`src/rtl/arb_rr_4.sv`:
```
// Four-way round-robin arbiter with a per-owner hold limit.
// Ports: clk, rst (sync, active-high), en, req[3:0] -> gnt[3:0] one-hot, gnt_idx[1:0], gnt_valid.
// Latency: one cycle from sampled req to visible grant; back-to-back handover has no idle bubble.
module arb_rr_4 #(
    parameter int unsigned MAX_HOLD = 8
) (
    input  logic       clk,
    input  logic       rst,
    input  logic       en,
    input  logic [3:0] req,
    output logic [3:0] gnt,
    output logic [1:0] gnt_idx,
    output logic       gnt_valid
);

    localparam logic [7:0] HOLD_LIM = 8'(MAX_HOLD);

    typedef enum logic {
        IDLE  = 1'b0,
        GRANT = 1'b1
    } state_t;

    state_t     state_q, state_d;
    logic [1:0] ptr_q, ptr_d;
    logic [1:0] idx_q, idx_d;
    logic [7:0] hold_q, hold_d;
    logic [3:0] gnt_q, gnt_d;

    logic [3:0] owner_mask;
    logic [3:0] others;
    logic       other_pend;
    logic       keep;
    logic [1:0] ptr_next;
    logic [2:0] idle_pick;
    logic [2:0] rel_pick;

    // Returns {found, index} of the first set bit of r searching p, p+1, p+2, p+3.
    // The loop runs lowest priority first so the highest-priority hit wins.
    function automatic logic [2:0] pick(input logic [3:0] r, input logic [1:0] p);
        logic [2:0] res;
        logic [1:0] c;
        res = 3'b000;
        for (int i = 3; i >= 0; i--) begin
            c = p + 2'(i);
            if (r[c]) begin
                res = {1'b1, c};
            end
        end
        return res;
    endfunction

    assign owner_mask = 4'b0001 << idx_q;
    assign others     = req & ~owner_mask;
    assign other_pend = |others;
    assign keep       = en && req[idx_q] && ((hold_q < HOLD_LIM) || !other_pend);
    assign ptr_next   = idx_q + 2'd1;
    assign idle_pick  = pick(req, ptr_q);
    // On handover the releasing owner is excluded and the search starts just past it.
    assign rel_pick   = pick(others, ptr_next);

    always_comb begin
        state_d = state_q;
        ptr_d   = ptr_q;
        idx_d   = idx_q;
        hold_d  = hold_q;
        case (state_q)
            IDLE: begin
                idx_d  = 2'b00;
                hold_d = 8'd0;
                if (en && idle_pick[2]) begin
                    state_d = GRANT;
                    idx_d   = idle_pick[1:0];
                    hold_d  = 8'd1;
                end
            end
            GRANT: begin
                if (keep) begin
                    // Reaching the limit with nobody waiting restarts the hold window.
                    hold_d = (hold_q >= HOLD_LIM) ? 8'd1 : hold_q + 8'd1;
                end else begin
                    // Owner drop, hold expiry and enable drop all fold into one release.
                    ptr_d = ptr_next;
                    if (en && rel_pick[2]) begin
                        idx_d  = rel_pick[1:0];
                        hold_d = 8'd1;
                    end else begin
                        state_d = IDLE;
                        idx_d   = 2'b00;
                        hold_d  = 8'd0;
                    end
                end
            end
            default: begin
                state_d = IDLE;
                idx_d   = 2'b00;
                hold_d  = 8'd0;
            end
        endcase
        gnt_d = (state_d == GRANT) ? (4'b0001 << idx_d) : 4'b0000;
    end

    always_ff @(posedge clk) begin
        if (rst) begin
            state_q <= IDLE;
            ptr_q   <= 2'b00;
            idx_q   <= 2'b00;
            hold_q  <= 8'd0;
            gnt_q   <= 4'b0000;
        end else begin
            state_q <= state_d;
            ptr_q   <= ptr_d;
            idx_q   <= idx_d;
            hold_q  <= hold_d;
            gnt_q   <= gnt_d;
        end
    end

    assign gnt       = gnt_q;
    assign gnt_idx   = idx_q;
    assign gnt_valid = (state_q == GRANT);

endmodule

```
`config.mk`:
```
export PLATFORM = sky130hd
export DESIGN_NAME = arb_rr_4
export DESIGN_NICKNAME = d
export VERILOG_FILES = /design/src/rtl/arb_rr_4.sv
export SDC_FILE = /design/constraint.sdc
export NUM_CORES = 1
export LEC_CHECK = 0
export ABC_AREA = 1
export CORE_ASPECT_RATIO = 1.75
export CORE_MARGIN = 2
export CORE_UTILIZATION = 35
export DETAILED_ROUTE_END_ITERATION = 7
export GPL_TIMING_DRIVEN = 0
export PLACE_DENSITY = 0.57
export SETUP_SLACK_MARGIN = 0.15
export SLEW_MARGIN = 5
export SYNTH_ARGS = -nofsm -noshare
export SYNTH_HDL_FRONTEND = slang
export SYNTH_SLANG_ARGS = --single-unit
```
`constraint.sdc`:
```
create_clock -name clk -period 3.12 [get_ports clk]
set_input_delay 0.312 -clock clk [delete_from_list [all_inputs] [get_ports clk]]
set_output_delay 0.312 -clock clk [all_outputs]
set_load 0.02 [all_outputs]
```
==> flow_summary_export.csv <==
group,metric,value,unit
global_routing,track_usage,15.5,%
synthesis,synthAdderAreaFrac,6.50,%
timing,timing.final.crit_share,76.6,%
hold_path,worstHoldPathType,"reg -> reg",
clock_network,clk_path_buf_depth,2,
global_routing,overflow,0,
synthesis,yosys.area.top_type,"dfxtp_1",
pwr,p_leak,0.000653,uW
drt,drcViolationCount,0,
synthesis,yosysWarnings,0,
timing,max_freq,418,MHz
die,die_h,80.0,um
synthesis,synth_xor_area_share,1.52,%
timing,period_needed,2390,ps
worst_setup_path,arrival,2540,ps
synthesis,synthSimpleGateAreaFrac,42.4,%
clock_network,cts-htree-levels,1,
placement,place_hpwl,2.11,mm
global_routing,grt_max_degree,11,
die,start_util,36.8,%
drt,avgViaCountPerCell,4.80,
drt,first_pass_iters,4,
clock_network,clkSinkCount,17,
synthesis,yosys_register_bits,17,
drt,antenna_left,0,
placement,routabilityCongestion,0.826,
pwr,power.density,521,nW/um^2
worst_setup_path,end_kind,"flop",
final_layout,area_growth,20.9,%
drt,routedWlPerCell,10.6,um
synthesis,ys_seq_area_share,29.5,%
synthesis,synth_ff_type,"dfxtp_1",
timing,maxSlewViolCount,0,
final_layout,fin_cells,241,
die,rows,27,
drt,totalWireLength,2.57,mm
synthesis,synthMuxAreaShare,0,%
clock_network,clk_pin_slew,60,ps
drt,vias,1158,
drt,drtIter0Drc,26,
synthesis,syn_avg_cell_area,6.49,sq um
final_layout,n_fill_cell,338,
worst_setup_path,cp.required,3270,ps
die,pin_count,14,
clock_network,cts_inserted_buffers,3,
global_routing,grt_pass1_wl,4.39,mm
clock_network,worstSkewPairLatency,250,ps
worst_setup_path,path_class,"reg -> reg",
placement,dpl.cell_count,237,
global_routing,grt_pass1_vias,1159,
synthesis,async_flop_share,0,%
clock_network,cts-root-buf,"clkbuf_8",
global_routing,antenna_found_initial,0,
die,core_area,3140,sq um
synthesis,synth_compound_area_share,11.1,%
synthesis,synth_edf_count,0,
worst_setup_path,worstSetupStartpointType,"flop",
die,die_x,47.4,um
job,drv_cap,0,
clock_network,cts_hold_buf,0,
synthesis,ys_types,25,
clock_network,cts_tree,"built",
status,status,"completed",
synthesis,netlist_area,1150,sq um
synthesis,synth_area_leaders,"dfxtp_1, nand2_1, nor2_1",
clock_network,cts_setup_buffers,0,
placement,port_buffers,13,
final_layout,diodes,0,
timing,finalHoldViolCount,0,
final_layout,fin_nets,212,
timing,finalSetupViolations,0,
timing,finalSetupTns,0,ps
synthesis,synth_top_family_by_area,"simple AND/OR/NAND/NOR gates",
synthesis,netlist_instances,178,
worst_setup_path,cp_max_fo,9,
timing,rsz0062_at_grt,"no",
clock_network,cts_resized,0,
die,die_area,3790,sq um
timing,fin_skew,1.85,ps
final_layout,drive_gt1_share,15.2,%
synthesis,yosysTopAreaCellShare,29.5,%
pwr,vdd_drop_max,0.000325,V
synthesized netlist by cell type, types with 3 or more instances:
library cell,number
nand2_2,10
nand3_2,6
inv_1,18
inv_2,3
o21ai_2,3
nor2_1,25
o21ai_0,7
ha_1,6
dfxtp_1,17
nand3_1,10
o21ai_1,5
a21oi_1,5
nand2_1,51
layout by cell type (no fill, tap or decap), types with 3 or more instances in the layout:
cell type and count:
nand2_1 51, nor2_1 25, inv_1 18, dfxtp_1 17, clkdlybuf4s50_1 13, nand3_1 10
nand2_2 10, o21ai_0 7, nand3_2 6, ha_1 6, a21oi_1 5, o21ai_1 5
conb_1 4, inv_2 3, o21ai_2 3, clkbuf_8 3
sequential cells by signal, indices dropped and copies added (netlist names):
register	flops
hold_q	8
gnt	4
gnt_idx	2
gnt_valid	1
ptr_q	2
critical path: stages (launching register included):
cell,delay [ps]
dfxtp_1,500
inv_2,170
ha_1,380
inv_1,160
nand2_1,90
nand2_2,110
clkinv_1,100
nand2_2,100
nand2_2,60
nor2_2,150
nand2_1,70
nand2_1,60
nand2_1,70
nand3_1,100
nand2_2,80
inv_2,70
nor2_1,40
worst paths after layout:
path | endpoint | startpoint | slack, ps | cells past startpoint
max | gnt[1] | gnt_idx[0] | 730 | 16
min | hold_q[3] | hold_q[3] | 530 | 2
max reg2reg | gnt[1] | gnt_idx[0] | 730 | 16
min reg2reg | hold_q[3] | hold_q[3] | 530 | 2
report_power, final:
part	total, uW	leakage, uW	internal (uW)	switching, uW
clock	162	0.0000255	88.6	73.6
sequential	255	0.000140	236	19.0
combinational	311	0.000488	115	196
cell type report:
class                   instances  area (sq um)  share of cell area, %
clock inverters                 1          5.00                  0.358
clock buffers                   3          41.3                   2.96
inverters                      22          82.6                   5.91
multi-input cells             140           724                   51.9
repair buffers                 13           130                   9.32
well taps                      43          53.8                   3.85
plain buffers                   2          18.8                   1.34
flip-flops and latches         17           340                   24.4
logic make-up (layout without fill, tap and decap cells):
| family | Yosys count | in the layout |
|---|---|---|
| AOI/OAI and AO/OA | 22 | 22 |
| other | 1 | 4 |
| DFF | 17 | 17 |
| adders and majority gates | 6 | 6 |
| buffers and inverters | 24 | 41 |
| xor gates and xnor gates | 2 | 2 |
| and+or+nand+nor | 106 | 106 |
routing by layer:
layer / share of wire (%) / GRT usage, % / vias to the layer above
li1: - / - / 594
met1: 39 / 15.9 / 531
met2: 56 / 28.8 / 26
met3: 2.1 / 1.36 / 7
met4: 2.4 / 6.94 / 0
met5: 0 / 0 / -
metrics by stage:
stage | area [sq um] | total power, uW | setup slack, ps | hold WS [ps] | utilization [%]
floorplan | 1170 | 487 | 940 | 384 | -
global placement | 1350 | 558 | 803 | 514 | 43.0
detailed placement | 1350 | 570 | 727 | 519 | 43.0
CTS | 1400 | 737 | 715 | 539 | 44.4
global route | 1400 | 783 | 509 | 567 | 44.4
finish | 1400 | 728 | 729 | 530 | 44.4
Note: power is estimated with default switching activity, not from simulation.
